===== config.mk =====
export PLATFORM = sky130hd
export DESIGN_NAME = count_stim_driver_flat
export DESIGN_NICKNAME = d
export VERILOG_FILES = /design/src/rtl/count_stim_driver_pkg.sv /design/src/rtl/count_stim_driver_if.sv /design/src/rtl/count_stim_driver_gap_timer.sv /design/src/rtl/count_stim_driver.sv /design/src/flat_wrapper.sv
export SDC_FILE = /design/constraint.sdc
export NUM_CORES = 1
export LEC_CHECK = 0
export ABC_AREA = 1
export BUFFER_PORTS_ARGS = -buffer_cell sky130_fd_sc_hd__buf_2
export CAP_MARGIN = 10
export CORE_ASPECT_RATIO = 1.75
export CORE_MARGIN = 4
export CORE_UTILIZATION = 40
export CTS_CLUSTER_SIZE = 24
export DETAILED_ROUTE_END_ITERATION = 7
export GPL_ROUTABILITY_DRIVEN = 0
export SYNTH_ARGS = -nofsm -noshare
export SYNTH_HDL_FRONTEND = slang
export SYNTH_SLANG_ARGS = --single-unit

===== constraint.sdc =====
create_clock -name i_clk -period 5.6 [get_ports i_clk]
set_clock_uncertainty 0.15 [all_clocks]
set_input_delay 1.12 -clock i_clk [delete_from_list [all_inputs] [get_ports i_clk]]
set_output_delay 1.12 -clock i_clk [all_outputs]
set_load 0.01 [all_outputs]

===== src/rtl/count_stim_driver_pkg.sv =====
// Shared constants for the strobe driver and its receiving counter:
// state encodings, default sizing and the Slt channel codes.
package count_stim_driver_pkg;

    localparam int DEF_CNT_W = 16;
    localparam int DEF_GROUP = 4;
    localparam int DEF_GAP   = 0;

    localparam logic SLT_CH0 = 1'b0;
    localparam logic SLT_CH1 = 1'b1;

    typedef enum logic [2:0] {
        ST_IDLE   = 3'd0,
        ST_PULSE0 = 3'd1,
        ST_PULSE1 = 3'd2,
        ST_GAP    = 3'd3,
        ST_FIN    = 3'd4
    } stim_state_e;

endpackage


===== src/rtl/count_stim_driver_if.sv =====
// Control/status bundle between the test logic (master) and the strobe driver (slave).
interface count_stim_driver_if #(
    parameter int CNT_W = 16
);
    logic             start;
    logic             abort;
    logic [CNT_W-1:0] target0;
    logic [CNT_W-1:0] target1;
    logic             en;
    logic             slt;
    logic             busy;
    logic             done;
    logic [CNT_W-1:0] sent0;
    logic [CNT_W-1:0] sent1;

    modport master (
        output start, abort, target0, target1,
        input  en, slt, busy, done, sent0, sent1
    );

    modport slave (
        input  start, abort, target0, target1,
        output en, slt, busy, done, sent0, sent1
    );
endinterface


===== src/rtl/count_stim_driver_gap_timer.sv =====
// Idle-gap down-counter: reloads on every strobe and reports expiry
// on the last idle cycle of the gap.
module stim_gap_timer #(
    parameter int GAP = 1
) (
    input  logic i_clk,
    input  logic i_reset,
    input  logic i_load,
    output logic o_expired
);
    localparam int             W        = $clog2(GAP + 1);
    localparam logic [W-1:0]   LOAD_VAL = W'(GAP - 1);

    logic [W-1:0] r_cnt;

    always_ff @(posedge i_clk) begin
        if (i_reset) begin
            r_cnt <= '0;
        end else if (i_load) begin
            r_cnt <= LOAD_VAL;
        end else if (r_cnt != '0) begin
            r_cnt <= r_cnt - 1'b1;
        end
    end

    assign o_expired = (r_cnt == '0);

endmodule


===== src/rtl/count_stim_driver.sv =====
// Generates the En/Slt strobe stream for the dual-channel event counter:
// Target0 ch0 strobes, then Target1 groups of GROUP ch1 strobes.
//
// state  | meaning
// IDLE   | waiting for Start, outputs quiet
// PULSE0 | one ch0 strobe
// PULSE1 | one ch1 strobe (part of a group)
// GAP    | GAP idle cycles after a strobe
// FIN    | one-cycle Done pulse
module count_stim_driver
    import count_stim_driver_pkg::*;
#(
    parameter int CNT_W = DEF_CNT_W,
    parameter int GROUP = DEF_GROUP,
    parameter int GAP   = DEF_GAP
) (
    input  logic               i_clk,
    input  logic               i_reset,
    count_stim_driver_if.slave bus
);
    localparam int               SUB_W    = $clog2(GROUP + 1);
    localparam int               CW1      = CNT_W + 1;
    localparam logic [SUB_W-1:0] GRP_LAST = SUB_W'(GROUP - 1);

    stim_state_e      r_state;
    stim_state_e      w_next;
    logic [CNT_W-1:0] r_tgt0, r_tgt1, r_sent0, r_sent1;
    logic [SUB_W-1:0] r_sub;
    logic             r_ret_ch;
    logic             w_busy, w_en, w_slt, w_done;
    logic             w_last0, w_grp_end, w_last1, w_gap_expired;

    assign w_busy    = (r_state != ST_IDLE);
    assign w_last0   = (CW1'(r_sent0) + CW1'(1)) >= CW1'(r_tgt0);
    assign w_grp_end = (r_sub == GRP_LAST);
    assign w_last1   = w_grp_end && ((CW1'(r_sent1) + CW1'(1)) >= CW1'(r_tgt1));

    generate
        if (GAP > 0) begin : g_gap
            stim_gap_timer #(.GAP(GAP)) u_gap_timer (
                .i_clk     (i_clk),
                .i_reset   (i_reset),
                .i_load    (w_en),
                .o_expired (w_gap_expired)
            );
        end else begin : g_no_gap
            assign w_gap_expired = 1'b1;
        end
    endgenerate

    always_ff @(posedge i_clk) begin
        if (i_reset) begin
            r_state <= ST_IDLE;
        end else begin
            r_state <= w_next;
        end
    end

    always_comb begin
        w_next = r_state;
        case (r_state)
            ST_IDLE: begin
                if (bus.start) begin
                    if (bus.target0 != '0)      w_next = ST_PULSE0;
                    else if (bus.target1 != '0) w_next = ST_PULSE1;
                    else                        w_next = ST_FIN;
                end
            end
            ST_PULSE0: begin
                if (GAP > 0)             w_next = ST_GAP;
                else if (!w_last0)       w_next = ST_PULSE0;
                else if (r_tgt1 != '0)   w_next = ST_PULSE1;
                else                     w_next = ST_FIN;
            end
            ST_PULSE1: begin
                if (GAP > 0)       w_next = ST_GAP;
                else if (w_last1)  w_next = ST_FIN;
                else               w_next = ST_PULSE1;
            end
            ST_GAP: begin
                // counters were already updated by the strobe that opened this gap
                if (w_gap_expired) begin
                    if (r_ret_ch == SLT_CH0) begin
                        if (r_sent0 != r_tgt0)    w_next = ST_PULSE0;
                        else if (r_tgt1 != '0)    w_next = ST_PULSE1;
                        else                      w_next = ST_FIN;
                    end else begin
                        if (r_sent1 != r_tgt1)    w_next = ST_PULSE1;
                        else                      w_next = ST_FIN;
                    end
                end
            end
            ST_FIN:  w_next = ST_IDLE;
            default: w_next = ST_IDLE;
        endcase
        if (w_busy && bus.abort) begin
            w_next = ST_IDLE;
        end
    end

    always_comb begin
        w_en   = 1'b0;
        w_slt  = SLT_CH0;
        w_done = 1'b0;
        case (r_state)
            ST_PULSE0: w_en = 1'b1;
            ST_PULSE1: begin
                w_en  = 1'b1;
                w_slt = SLT_CH1;
            end
            ST_FIN:    w_done = 1'b1;
            default: ;
        endcase
    end

    // Abort freezes the counters, so a half-sent group never reaches Sent1.
    always_ff @(posedge i_clk) begin
        if (i_reset) begin
            r_tgt0   <= '0;
            r_tgt1   <= '0;
            r_sent0  <= '0;
            r_sent1  <= '0;
            r_sub    <= '0;
            r_ret_ch <= SLT_CH0;
        end else if (r_state == ST_IDLE) begin
            if (bus.start) begin
                r_tgt0  <= bus.target0;
                r_tgt1  <= bus.target1;
                r_sent0 <= '0;
                r_sent1 <= '0;
                r_sub   <= '0;
            end
        end else if (!bus.abort) begin
            if (r_state == ST_PULSE0) begin
                r_sent0  <= r_sent0 + 1'b1;
                r_ret_ch <= SLT_CH0;
            end
            if (r_state == ST_PULSE1) begin
                r_ret_ch <= SLT_CH1;
                if (w_grp_end) begin
                    r_sub   <= '0;
                    r_sent1 <= r_sent1 + 1'b1;
                end else begin
                    r_sub <= r_sub + 1'b1;
                end
            end
        end
    end

    assign bus.en    = w_en;
    assign bus.slt   = w_slt;
    assign bus.busy  = w_busy;
    assign bus.done  = w_done;
    assign bus.sent0 = r_sent0;
    assign bus.sent1 = r_sent1;

endmodule


===== src/flat_wrapper.sv =====
// flat-port wrapper written by rule: the top's interface ports become plain ports
module count_stim_driver_flat import count_stim_driver_pkg::*;
#(
    parameter int CNT_W = DEF_CNT_W,
    parameter int GROUP = DEF_GROUP,
    parameter int GAP   = DEF_GAP
)
  (i_clk, i_reset, bus_start, bus_abort, bus_target0, bus_target1, bus_en, bus_slt, bus_busy, bus_done, bus_sent0, bus_sent1);
  count_stim_driver_if #(.CNT_W(CNT_W)) bus_i ();
  input  logic i_clk;
  input  logic i_reset;
  input wire logic [$bits(bus_i.start)-1:0] bus_start;
  input wire logic [$bits(bus_i.abort)-1:0] bus_abort;
  input wire logic [$bits(bus_i.target0)-1:0] bus_target0;
  input wire logic [$bits(bus_i.target1)-1:0] bus_target1;
  output wire logic [$bits(bus_i.en)-1:0] bus_en;
  output wire logic [$bits(bus_i.slt)-1:0] bus_slt;
  output wire logic [$bits(bus_i.busy)-1:0] bus_busy;
  output wire logic [$bits(bus_i.done)-1:0] bus_done;
  output wire logic [$bits(bus_i.sent0)-1:0] bus_sent0;
  output wire logic [$bits(bus_i.sent1)-1:0] bus_sent1;
  assign bus_i.start = bus_start;
  assign bus_i.abort = bus_abort;
  assign bus_i.target0 = bus_target0;
  assign bus_i.target1 = bus_target1;
  assign bus_en = bus_i.en;
  assign bus_slt = bus_i.slt;
  assign bus_busy = bus_i.busy;
  assign bus_done = bus_i.done;
  assign bus_sent0 = bus_i.sent0;
  assign bus_sent1 = bus_i.sent1;
  count_stim_driver #(.CNT_W(CNT_W), .GROUP(GROUP), .GAP(GAP)) u_core (.i_clk(i_clk), .i_reset(i_reset), .bus(bus_i));
endmodule

---- Word-level counts from Yosys, hierarchy flattened ----
Index checks and enable logic that the tools add are counted.
word-level totals
  bits of input ports ..................... 36
  output and inout bits ................... 36
  word-level logic and storage cells ...... 71
  bits in registers ....................... 71
cells by class
  $add $sub $neg .......................... 5
  reductions and logical operators ........ 18
  magnitude comparators ................... 2
  muxes and demuxes ....................... 28
  bitwise gates (word level) .............. 2
  equal/unequal tests ..................... 9
operator list
  kind                                                                      count
  16-bit 2-to-1 mux                                                         8
  16-bit nonzero test                                                       3
  3-bit 2-to-1 mux                                                          14
  16-bit by 1-bit adder with 17-bit output (second input constant)          2
  17-bit by 16-bit >= comparator with 1-bit output                          2
  16-bit by 1-bit adder with 16-bit output (second input constant)          2
  16-bit inequality test                                                    2
  3-bit one-hot mux with 4 select lines                                     1
  3-bit by 2-bit equality test with 1-bit output (second input constant)    3
  3-bit AND reduction                                                       3
  2-bit nonzero test                                                        4
  1-bit 2-to-1 mux                                                          5
  4-bit AND reduction                                                       1
  2-bit OR reduction                                                        2
  3-bit by 1-bit adder with 3-bit output (second input constant)            1
  3-bit by 1-bit equality test with 1-bit output (second input constant)    1
  3-bit equality test (second input constant)                               1
  3-bit logical NOT                                                         1
  3-bit nonzero test                                                        1
  1-bit logical AND                                                         2
  2-bit by 1-bit inequality test with 1-bit output (second input constant)  1
  2-bit inequality test (second input constant)                             1
  1-bit NOT                                                                 2
  2-bit AND reduction                                                       1

---- Logic depth before layout (Yosys ltp) ----
  word-level depth ........................ 5
  depth in mapped cells ................... 23
  mapped depth without buffers ............ 23

---- Worst setup path after synthesis ----
No wires, ideal clock.
  path kind ............................... reg-to-reg
  start point ............................. reg u_core.r_sent0[1], in the netlist u_core.bus.sent0[1]
  end point ............................... reg u_core.r_state[1]
  path buffers ............................ 0
  slack ................................... 2.970 ns
  data required time ...................... 5.325 ns
  stages on the path, launching flop included .. 21
  clock period less this slack ............ 2.630 ns
  data arrival time ....................... 2.355 ns
  library setup time ...................... 0.125 ns
  cell sequence ........................... dfxtp_1 -> ha_1 -> nand2_1 -> nor2_2 -> nand2_2 -> nor2_1 -> xor2_1 -> inv_1 -> ha_1 -> nand2_1 -> nor2_1 -> nand2_1 -> nor2_1 -> nor2_1 -> nand3_1 -> nor2_2 -> nand2_1 -> nand2_1 -> nand2_1 -> nor2_1 -> nor2_1
on the way
  longest elaborated chain between the ends .. 4
  elaborated cells between the ends (all ways) .. 7
  those cells by class .................... add/sub (1); order compare (1); eq/ne (1); mux (4)
RTL lines
  element                                                                                      RTL line                                          RTL
  start: declaration                                                                           count_stim_driver.sv:27                           logic [CNT_W-1:0] r_tgt0, r_tgt1, r_sent0, r_sent1;
  start signal: assignment                                                                     count_stim_driver.sv:135                          r_sent0 <= r_sent0 + 1'b1;
  16-bit by 1-bit adder with 17-bit output / 16-bit inequality test (equally long branches)    count_stim_driver.sv:34, count_stim_driver.sv:84
  17-bit by 16-bit >= comparator with 1-bit output / 3-bit 2-to-1 mux (equally long branches)  count_stim_driver.sv:34, count_stim_driver.sv:84
  3-bit 2-to-1 mux, on equally long branches                                                   count_stim_driver.sv:71, count_stim_driver.sv:83
  3-bit one-hot mux with 4 select lines *                                                      count_stim_driver.sv:61                           case (r_state)
  end signal: assignment                                                                       count_stim_driver.sv:55                           r_state <= w_next;
  end: declaration                                                                             count_stim_driver.sv:25                           stim_state_e r_state;
Mark *: on every way between the ends. The rest lies on a longest branch, timed or not.
A chain may end at the register's enable or synchronous reset.

---- Worst setup path in the final report ----
  start point ............................. reg u_core.r_sent1[0], in the netlist u_core.bus.sent1[0]
  end point ............................... reg u_core.r_state[1]
on the way
  longest elaborated chain between the ends .. 5
  elaborated cells between the ends (all ways) .. 8
  those cells by class .................... add/sub (1); order compare (1); eq/ne (1); mux (4); reduce/logical (1)
RTL lines
  element                                           RTL line                  RTL
  start: declaration                                count_stim_driver.sv:27
  start signal: assignment                          count_stim_driver.sv:142  r_sent1 <= r_sent1 + 1'b1;
  16-bit by 1-bit adder with 17-bit output          count_stim_driver.sv:36   assign w_last1 = w_grp_end && ((CW1'(r_sent1) + CW1'(1)) >= CW1'(r_tgt1));
  17-bit by 16-bit >= comparator with 1-bit output  count_stim_driver.sv:36
  1-bit logical AND                                 count_stim_driver.sv:36
  3-bit 2-to-1 mux                                  count_stim_driver.sv:77   else if (w_last1) w_next = ST_FIN;
  3-bit one-hot mux with 4 select lines *           count_stim_driver.sv:61
Marked as above.

==> impl_metrics.json <==
{
  "ios": 72,
  "cp-start-kind": "register",
  "drt_first_pass_iters": 4,
  "layout_min_cycle_time_ns": 3.15,
  "rr_worst_depth": 19,
  "slowest_stage": "dfxtp_1",
  "syn_inst": 763,
  "setup_violations": 0,
  "crit_family": "simple AND/OR/NAND/NOR gates",
  "grt_max_degree": 65,
  "synth_cell_types": 38,
  "p_clk_frac": 0.395,
  "die_y_um": 155,
  "yosysSeqAreaShare": 0.289,
  "p_sw_mw": 0.398,
  "multi_input_area_um2": 3000,
  "cts_made_buffers": 9,
  "grt_pass1_wl_um": 23400,
  "status": "finished clean",
  "path_common_cell": "nand2_1",
  "cts_tree": "built",
  "worst_setup_path_end_kind": "register",
  "numPortBuffers": 71,
  "leakage_nw": 2.76,
  "instances_no_fill": 997,
  "ctsResizeCount": 0,
  "die_width_um": 91.8,
  "register_area_um2": 1420,
  "ir_drop_uv": 161,
  "max_freq_mhz": 318,
  "mostFrequentLayoutCells": "nand2_1 (233), inv_1 (94), a21oi_1 (80)",
  "antenna_found_initial": 0,
  "grt.total_usage": 0.206,
  "required_ns": 5.67,
  "clockRootBuffer": "clkbuf_16",
  "hold_viol": 0,
  "holdCritStartpoint": "u_core.r_sub[2]$_SDFFE_PP0P_",
  "ant_nets": 0,
  "grt_pass1_vias": 5068,
  "synth.cell_area_um2": 4910,
  "detail_route.wl_per_cell_um": 14.2,
  "rsz0062_at_grt": "no",
  "drive_gt1_frac": 0.156,
  "n_antenna_cell": 0,
  "hold_path.class": "register to register",
  "fin_setup_tns_ns": 0,
  "clock_path_buffers": 2,
  "combinationalPowerShare": 0.186,
  "cts_sinks": 71,
  "worstPathCellList": "inv_1, nor3_4, nand2_1, nor2_1, nand3_1, xor2_1, inv_2, ha_1, nand2_1, nor2_1, nand3_1, nor2_1, nand2_1, nand3_1, nand2_1, nand2_1, nand2_1, nor2_1, nor2_1",
  "drv_cap": 0,
  "ys_ff_latch": 71,
  "syn-mean-instance-area_um2": 6.44,
  "hold_path_depth": 2,
  "r2r-end": "u_core.r_state[1]$_SDFFE_PP0P_",
  "hold_path_end": "u_core.r_sub[2]$_SDFFE_PP0P_",
  "postCtsSetupRepairBufs": 0,
  "crit_buf_inv": 2,
  "finalMaxSlewViolations": 0,
  "rr_startpoint": "u_core.bus.sent1[0]$_SDFFE_PP0P_",
  "hpwl_um": 11000,
  "dr.first_iter.drc_count": 186,
  "fin_nets": 898,
  "relSlewSlack": 0.312,
  "place_inst": 981,
  "final_common_cell": "nand2_1",
  "via_per_inst": 5.01,
  "cts-htree-levels": 3,
  "clkTransAtPathRegs_ns": 0.06,
  "totalWireLength_um": 14200,
  "seqPwrFrac": 0.419,
  "start_util": 0.409,
  "period_share": 0.562,
  "overflow": 0,
  "yosys_warnings": 0,
  "crit_arrival_ns": 3.21,
  "coreArea_um2": 12000,
  "slowest_delay_ns": 0.41,
  "crit_fanout": 4,
  "p_int_mw": 0.907,
  "area_growth_pct": 15.0,
  "critical_path_class": "register to register",
  "clock_latency_ns": 0.34,
  "drc": 0,
  "fillers": 1264,
  "cts_hold_buf": 0,
  "power_density_nw_per_um2": 231,
  "reg2reg_slack_ns": 2.45,
  "dieArea_um2": 14200,
  "num_vias": 4999,
  "synth_nets": 834,
  "rows": 53,
  "worst_pin_slew_ns": 1.03,
  "switching_share": 0.305
}
-- through the flow --
step           worst slack [ns]  total power [mW]  hold slack (ns)   util  instance area (µm²)
2_1_floorplan              2.97             0.726            0.283      -                 4910
3_3_place_gp               2.44             0.794            0.297  0.449                 5390
3_5_place_dp               2.36             0.800            0.316  0.449                 5390
4_1_cts                    2.44              1.32            0.325  0.471                 5650
5_1_grt                    2.15              1.37            0.347  0.471                 5650
6_report                   2.45              1.30            0.317  0.471                 5650
-- worst reg2reg max path: cells and delay by family (launching register included) --
family / cells / cell delay [ns]
AND/OR/NAND/NOR: 15 / 1.84
flip-flops: 1 / 0.41
adder cells (fa/ha/maj): 1 / 0.27
XOR/XNOR: 1 / 0.19
buffers and inverters: 2 / 0.18
-- synth_stat cells --
cell type / instances / area, µm²
a21oi_1: 80 / 400
o21ai_0: 34 / 170
nand2_4: 1 / 11.3
inv_2: 14 / 52.6
a211oi_1: 4 / 30.0
o2111ai_1: 1 / 8.76
xor2_1: 22 / 193
nand3_2: 2 / 20.0
o21a_1: 1 / 7.51
nor4_1: 2 / 12.5
nand2_2: 7 / 43.8
dfxtp_1: 71 / 1420
nor3_4: 2 / 32.5
xor2_2: 1 / 16.3
buf_2: 5 / 25.0
nor2_2: 3 / 18.8
nor2_1: 70 / 263
o31ai_1: 1 / 7.51
a21oi_2: 2 / 17.5
clkbuf_2: 2 / 10.0
a21boi_2: 1 / 11.3
a21o_1: 2 / 15.0
nand3_1: 20 / 100
xnor2_1: 1 / 8.76
nand4_1: 8 / 50.1
inv_1: 94 / 353
nor2_8: 2 / 40.0
nand2_1: 233 / 875
or2_2: 1 / 6.26
ha_1: 35 / 438
clkbuf_1: 9 / 33.8
nor3b_1: 1 / 7.51
nor3_1: 12 / 60.1
nor3_2: 2 / 20.0
nor2_4: 7 / 78.8
o21ai_1: 7 / 35.0
buf_4: 2 / 15.0
o22ai_1: 1 / 6.26
-- flip-flops by register name (all words and copies together) (netlist names) --
signal,cells
u_core.bus.sent0,16
u_core.r_ret_ch,1
u_core.r_sub,3
u_core.r_tgt0,16
u_core.bus.sent1,16
u_core.r_tgt1,16
u_core.r_state,3
-- cell families (layout without fill, tap and decap cells) --
group	count (synthesis)	count (layout)	share of synthesized area
adders and majority gates	35	35	0.0891
and+or+nand+nor	373	373	0.334
xor gates and xnor gates	24	24	0.0443
AOI/OAI and AO/OA	134	134	0.144
buffers and inverters	126	195	0.0995
DFF	71	71	0.289
-- how the worst max path moves through the flow --
stage | startpoint | to | slack (ns) | cells past startpoint
after floorplan | u_core.bus.sent0[1]$_SDFFE_PP0P_ | u_core.r_state[1]$_SDFFE_PP0P_ | 2.97 | 20
after global placement | i_reset | u_core.r_state[1]$_SDFFE_PP0P_ | 2.44 | 4
after detailed placement | i_reset | u_core.r_state[1]$_SDFFE_PP0P_ | 2.36 | 4
after CTS | u_core.bus.sent1[0]$_SDFFE_PP0P_ | u_core.r_state[1]$_SDFFE_PP0P_ | 2.44 | 19
after global routing | u_core.bus.sent1[1]$_SDFFE_PP0P_ | u_core.r_state[1]$_SDFFE_PP0P_ | 2.15 | 19
final | u_core.bus.sent1[0]$_SDFFE_PP0P_ | u_core.r_state[1]$_SDFFE_PP0P_ | 2.45 | 19
-- power by group through the flow --
stage          Combinational (mW)  Clock [mW]  Sequential, mW
5_1_grt                     0.277       0.547           0.550
4_1_cts                     0.244       0.529           0.547
3_3_place_gp                0.238           0           0.556
3_5_place_dp                0.243           0           0.557
2_1_floorplan               0.172           0           0.555
6_report                    0.242       0.516           0.547
-- routing by layer --
layer  global-route usage  vias to the layer above  share of wire
met1                0.200                     2277           0.36
li1                     -                     2548              -
met5                    0                        -              0
met4                0.106                        0          0.046
met2                0.405                      126           0.55
met3               0.0345                       48          0.042
-- area by class of cell --
class | count | area share
Multi-Input combinational cell | 566 | 0.532
Sequential cell | 71 | 0.252
Clock inverter | 5 | 0.00443
Tap cell | 165 | 0.0365
Inverter | 108 | 0.0717
Clock buffer | 11 | 0.0412
Timing Repair Buffer | 71 | 0.0629
(Power assumes the default switching activity.)
